### src/rtl/systolic_os_engine.sv
// Output-stationary systolic matrix-multiply engine: C = A x B with internal
// input skew, run-time inner dimension and a row-at-a-time drain handshake.
module systolic_os_engine #(
  parameter int  ROWS       = 2,
  parameter int  COLS       = 2,
  parameter int  DATA_WIDTH = 4,
  parameter int  ACC_WIDTH  = 12,
  parameter int  K_MAX      = 255,
  localparam int KW         = $clog2(K_MAX + 1),
  localparam int RIW        = (ROWS > 1) ? $clog2(ROWS) : 1
) (
  input  logic                       clk_i,
  input  logic                       reset_i,
  input  logic                       start_i,
  input  logic                       signed_mode_i,
  input  logic [KW-1:0]              k_len_i,
  output logic                       busy_o,
  input  logic                       in_valid_i,
  output logic                       in_ready_o,
  input  logic [ROWS*DATA_WIDTH-1:0] a_col_i,
  input  logic [COLS*DATA_WIDTH-1:0] b_row_i,
  output logic                       out_valid_o,
  input  logic                       out_ready_i,
  output logic [COLS*ACC_WIDTH-1:0]  out_row_o,
  output logic [RIW-1:0]             out_row_idx_o,
  output logic                       done_o
);
  localparam logic [1:0] IDLE  = 2'd0;
  localparam logic [1:0] LOAD  = 2'd1;
  localparam logic [1:0] FLUSH = 2'd2;
  localparam logic [1:0] DRAIN = 2'd3;
  localparam int CW = $clog2(K_MAX + ROWS + COLS + 1);
  localparam logic [CW-1:0] FLUSH_LAST = CW'(ROWS + COLS - 2);

  logic [1:0]     state_q, state_d;
  logic [KW-1:0]  k_q, k_d;
  logic [CW-1:0]  cnt_q, cnt_d;
  logic [RIW-1:0] row_q, row_d;
  logic           signed_q, signed_d;
  logic           done_q, done_d;
  logic           accept, clear;

  assign accept = (state_q == LOAD) && in_valid_i;
  assign clear  = (state_q == IDLE) && start_i;

  always_comb begin
    state_d  = state_q;
    k_d      = k_q;
    cnt_d    = cnt_q;
    row_d    = row_q;
    signed_d = signed_q;
    done_d   = 1'b0;
    case (state_q)
      IDLE: if (start_i) begin
        k_d      = k_len_i;
        signed_d = signed_mode_i;
        cnt_d    = '0;
        row_d    = '0;
        state_d  = (k_len_i == '0) ? DRAIN : LOAD;
      end
      LOAD: if (in_valid_i) begin
        if (CW'(k_q) == cnt_q + CW'(1)) begin
          cnt_d   = '0;
          state_d = FLUSH;
        end else begin
          cnt_d = cnt_q + CW'(1);
        end
      end
      FLUSH: begin
        // Long enough for the last beat to reach the far corner PE.
        if (cnt_q == FLUSH_LAST) begin
          cnt_d   = '0;
          state_d = DRAIN;
        end else begin
          cnt_d = cnt_q + CW'(1);
        end
      end
      default: if (out_ready_i) begin
        if (row_q == RIW'(ROWS - 1)) begin
          row_d   = '0;
          state_d = IDLE;
          done_d  = 1'b1;
        end else begin
          row_d = row_q + RIW'(1);
        end
      end
    endcase
  end

  always_ff @(posedge clk_i) begin
    if (!reset_i) begin
      state_q  <= IDLE;
      k_q      <= '0;
      cnt_q    <= '0;
      row_q    <= '0;
      signed_q <= 1'b0;
      done_q   <= 1'b0;
    end else begin
      state_q  <= state_d;
      k_q      <= k_d;
      cnt_q    <= cnt_d;
      row_q    <= row_d;
      signed_q <= signed_d;
      done_q   <= done_d;
    end
  end

  logic [DATA_WIDTH-1:0] a_skew [ROWS];
  logic [DATA_WIDTH-1:0] b_skew [COLS];
  logic [DATA_WIDTH-1:0] a_fw   [ROWS][COLS];
  logic [DATA_WIDTH-1:0] b_fw   [ROWS][COLS];
  logic [ACC_WIDTH-1:0]  acc_arr[ROWS][COLS];

  genvar gi, gj;
  generate
    // Lane i is held i+1 registers; idle cycles inject zero so the array never stalls.
    for (gi = 0; gi < ROWS; gi++) begin : g_a_skew
      logic [DATA_WIDTH-1:0] sr_q [gi+1];
      always_ff @(posedge clk_i) begin
        if (!reset_i || clear) begin
          for (int s = 0; s <= gi; s++) sr_q[s] <= '0;
        end else begin
          sr_q[0] <= accept ? a_col_i[gi*DATA_WIDTH +: DATA_WIDTH] : '0;
          for (int s = 1; s <= gi; s++) sr_q[s] <= sr_q[s-1];
        end
      end
      assign a_skew[gi] = sr_q[gi];
    end

    for (gi = 0; gi < COLS; gi++) begin : g_b_skew
      logic [DATA_WIDTH-1:0] sr_q [gi+1];
      always_ff @(posedge clk_i) begin
        if (!reset_i || clear) begin
          for (int s = 0; s <= gi; s++) sr_q[s] <= '0;
        end else begin
          sr_q[0] <= accept ? b_row_i[gi*DATA_WIDTH +: DATA_WIDTH] : '0;
          for (int s = 1; s <= gi; s++) sr_q[s] <= sr_q[s-1];
        end
      end
      assign b_skew[gi] = sr_q[gi];
    end

    for (gi = 0; gi < ROWS; gi++) begin : g_row
      for (gj = 0; gj < COLS; gj++) begin : g_col
        logic [DATA_WIDTH-1:0]          a_in, b_in, a_q, b_q;
        logic signed [2*DATA_WIDTH-1:0] prod_s;
        logic [2*DATA_WIDTH-1:0]        prod_u;
        logic signed [ACC_WIDTH-1:0]    ext_s;
        logic [ACC_WIDTH-1:0]           prod_ext, acc_q;

        if (gj == 0) begin : g_a_edge
          assign a_in = a_skew[gi];
        end else begin : g_a_link
          assign a_in = a_fw[gi][gj-1];
        end
        if (gi == 0) begin : g_b_edge
          assign b_in = b_skew[gj];
        end else begin : g_b_link
          assign b_in = b_fw[gi-1][gj];
        end

        assign prod_s = $signed({{DATA_WIDTH{a_in[DATA_WIDTH-1]}}, a_in}) *
                        $signed({{DATA_WIDTH{b_in[DATA_WIDTH-1]}}, b_in});
        assign prod_u = {{DATA_WIDTH{1'b0}}, a_in} * {{DATA_WIDTH{1'b0}}, b_in};
        assign ext_s    = ACC_WIDTH'(prod_s);
        assign prod_ext = signed_q ? $unsigned(ext_s) : ACC_WIDTH'(prod_u);

        always_ff @(posedge clk_i) begin
          if (!reset_i || clear) begin
            a_q   <= '0;
            b_q   <= '0;
            acc_q <= '0;
          end else begin
            a_q   <= a_in;
            b_q   <= b_in;
            acc_q <= acc_q + prod_ext;
          end
        end

        assign a_fw[gi][gj]    = a_q;
        assign b_fw[gi][gj]    = b_q;
        assign acc_arr[gi][gj] = acc_q;
      end
    end
  endgenerate

  always_comb begin
    out_row_o = '0;
    if (state_q == DRAIN) begin
      for (int j = 0; j < COLS; j++) out_row_o[j*ACC_WIDTH +: ACC_WIDTH] = acc_arr[row_q][j];
    end
  end

  assign busy_o        = (state_q != IDLE);
  assign in_ready_o    = (state_q == LOAD);
  assign out_valid_o   = (state_q == DRAIN);
  assign out_row_idx_o = row_q;
  assign done_o        = done_q;
endmodule

### config.mk
export PLATFORM = sky130hd
export DESIGN_NAME = systolic_os_engine
export DESIGN_NICKNAME = d
export VERILOG_FILES = /design/src/rtl/systolic_os_engine.sv
export SDC_FILE = /design/constraint.sdc
export NUM_CORES = 1
export LEC_CHECK = 0
export ABC_AREA = 1
export BUFFER_PORTS_ARGS = -buffer_cell sky130_fd_sc_hd__clkbuf_2
export CAP_MARGIN = 20
export CORE_MARGIN = 4
export CORE_UTILIZATION = 50
export DETAILED_ROUTE_END_ITERATION = 8
export PLACE_DENSITY = 0.72
export SKIP_CTS_REPAIR_TIMING = 1
export SLEW_MARGIN = 20
export SYNTH_ARGS = -nofsm -noshare
export SYNTH_HDL_FRONTEND = slang
export SYNTH_SLANG_ARGS = --single-unit
### constraint.sdc
create_clock -name clk_i -period 9.3 [get_ports clk_i]
set_input_delay 1.86 -clock clk_i [delete_from_list [all_inputs] [get_ports clk_i]]
set_output_delay 1.86 -clock clk_i [all_outputs]
set_load 0.05 [all_outputs]
==> summary.md <==
| Metric | Value |
|---|---|
| Status | finished, final reports clean |
| Place WS | 4613 ps |
| Total Routing Usage GR | 0.2035 |
| CTS Sinks | 110 |
| Die area | roughly 22000 um^2 |
| VDD IR max | 0.09296 mV |
| Worst Path Arrival | 4980 ps |
| Crit-path max FO | 6 |
| Via Count | ~8500 |
| P_leak | 6.143 nW |
| Synth area leader | dfxtp_1 |
| Number of synthesized flops with an enable pin | 0 |
| Setup ws final | approximately 4600 ps |
| Initial DRT Pass Iterations | 5 |
| Initial Util | 0.5137 |
| Routed Antenna Nets | 0 |
| RSZ-0062 raised after global routing | no |
| Combinational group share of total power | 0.265 |
| Worst Skew | 13.80 ps |
| Library cells used by synthesis | 39 |
| Layout cells sized above 1 | 0.07008 |
| Synth top cells by count | 259 x inv_1, 258 x nand2_1, 173 x nor2_1, 130 x ha_1, 110 x dfxtp_1 |
| Fmax | roughly 210 MHz |
| Area growth syn-to-layout | 8.210% |
| Largest net degree at the start of global routing | 39 |
| Yosys Warn Count | 0 |
| Pint | 0.7892 mW |
| DP Wirelength | between 15000 and 20000 um |
| Critical Path Sink Type | register |
| Area after DPL | ~10000 um^2 |
| Root Driver | clkbuf_16 |
| CTS buffer count | 9 |
| ANT cells | 0 |
| Critical path data required time | approximately 9600 ps |
| Crit start category | register |
| Period utilization | 0.5081 |
| Register share of total power | 0.426 |
| Die Span X | 147.6 um |
| Clk slew on worst S/H paths | 70 ps |
| Drt total wl | around 22000 um |
| Htree depth | 3 |
| I/O pin count | 59 |
| Final Hold Violating Endpoints | 0 |
| Vias/cell | around 5.1 |
| Register bit total from synthesis | 110 |
| Net count after synthesis | between 1500 and 2000 |
| Yosys top cell area share | 0.2261 |
| Min-Delay Path Class | reg2reg |
| R2R setup slack | approximately 4600 ps |
| Slew @ Worst Pin | just over 1000 ps |
| Vias in the first global route | a little over 8000 |
| Max_cap viols | 0 |
| Fin cells | between 1500 and 2000 |
| Row count | 50 |
| Cells after Synth | between 1000 and 1500 |
| Final max-slew violation count | 0 |
| Drc violations | 0 |
| Die Ht | 147.6 um |
| Rel. slew slack | 0.3254 |
| Setup TNS | 0 ps |
| Area contributors post-synth | dfxtp_1 23%, ha_1 17%, fa_1 12% |
| Setup Viol. Count Final | 0 |
| Initial antenna violation count | 0 |
| Clock power frac | 0.309 |
| DRT iter0 DRCs | 418 |
| CTS tree | built |
| Core ar. | 18960 um^2 |
| Clock Latency Late Sink | 360 ps |
| Sw Ratio | 0.3611 |
| I/O Buffers | 58 |
| Routed wire per std cell | around 13 um |
| Synthesized area | slightly below 10000 um^2 |
| Clk buf depth | 2 |
| Sw Pwr | around 0.45 mW |
| Final #Nets | roughly 1600 |
| Most frequent cell after synthesis | inv_1 |
| Top FF cell, synth | dfxtp_1 |
| Kind of critical path | reg2reg |
| # placed instances | 1671 |
| Post-route cell area | 10540 um^2 |
| PwrDens | approximately 120 nW/um^2 |
| GRT overflow | 0 |
| Period minus WS final | around 4700 ps |
| Ys async rst share | 0 |
| First-pass GRT wire length | between 30000 and 40000 um |
| Seq/Total Area, Yosys | 0.2261 |
| Routability cong. | about 0.87 |
| Mean area per synthesized cell | slightly above 7 um^2 |
cell usage in the layout, fill, tap and decap left out, types with 10 or more instances in the layout:
cell,instances
nor2_1,172
clkbuf_2,58
nand2_1,258
fa_1,56
dfxtp_1,110
nand3_1,47
a21o_1,10
ha_1,130
a21oi_1,102
inv_1,259
o21ai_0,107
power groups by stage:
stage	logic, mW	registers [mW]	clock network (mW)
after global placement	0.322	0.537	0
after global routing	0.366	0.532	0.411
final	0.327	0.526	0.382
after detailed placement	0.325	0.538	0
after CTS	0.327	0.527	0.395
after floorplan	0.250	0.529	0
area by class of cell:
cell class	count	area [um^2]
fill	1859	8418
multi-input combinational	976	6421
sequential	110	2202
inverter	264	991.0
tap	260	325.3
timing repair buffer	61	312.8
clock buffer	11	242.7
clock inverter	5	42.54
stage by stage:
stage / total power [mW] / hold WS, ps / util
after floorplan: 0.7787 / 393.6 / -
after global placement: 0.8595 / 400.7 / 0.5409
after detailed placement: 0.8631 / 404.7 / 0.5409
after CTS: 1.249 / 412.9 / 0.5559
after global routing: 1.309 / 432.7 / 0.5559
final: 1.235 / 409.4 / 0.5559
critical path, stage by stage (launching register included):
cell and delay (ps):
dfxtp_1 350, inv_1 200, nor2_1 100, fa_1 540, inv_1 50, fa_1 480
fa_1 520, inv_1 40, ha_1 220, fa_1 420, a31oi_1 190, nand3_1 160
nand3_1 140, o21ai_0 110, ha_1 380, nand2_1 70, inv_1 80, nand3_1 90
nor3_1 130, nand2_1 70, o2111ai_1 100, nand2_1 80, nand2_1 60, nor2_1 40
path summary, 6_finish.rpt:
check | startpoint | endpoint | cells after the start
worst max register to register | g_b_skew[1].sr_q[0][7] | g_row[0].g_col[1].acc_q[11] | 23
worst min-delay path | g_b_skew[1].sr_q[0][0] | g_b_skew[1].sr_q[0][4] | 2
worst min register to register | g_b_skew[1].sr_q[0][0] | g_b_skew[1].sr_q[0][4] | 2
worst max-delay path | g_b_skew[1].sr_q[0][7] | g_row[0].g_col[1].acc_q[11] | 23
registers in the layout, indices dropped and copies added (netlist names):
signal	cells
k_q	8
signed_q	1
g_row.g_col.b_q	8
g_b_skew.sr_q	12
cnt_q	9
g_a_skew.sr_q	12
g_row.g_col.acc_q	48
state_q	2
done_o	1
out_row_idx_o	1
g_row.g_col.a_q	8
cell families after synthesis:
logic type	count (synthesis)	share of synthesized area
simple gates	521	0.2218
flops	110	0.2261
fa+ha+maj	186	0.2822
compound gates	251	0.1390
xor+xnor	18	0.01619
buf+inv	295	0.1147
routing by layer:
metal / vias to the layer above / GRT usage / routed length, um
li1: 4453 / - / -
met1: 3931 / 0.2609 / 9890
met2: 143 / 0.3595 / 10860
met3: 22 / 0.03587 / 792
met4: 0 / 0.04380 / 300
met5: - / 0 / 0
Power figures use the tool's default switching activity.
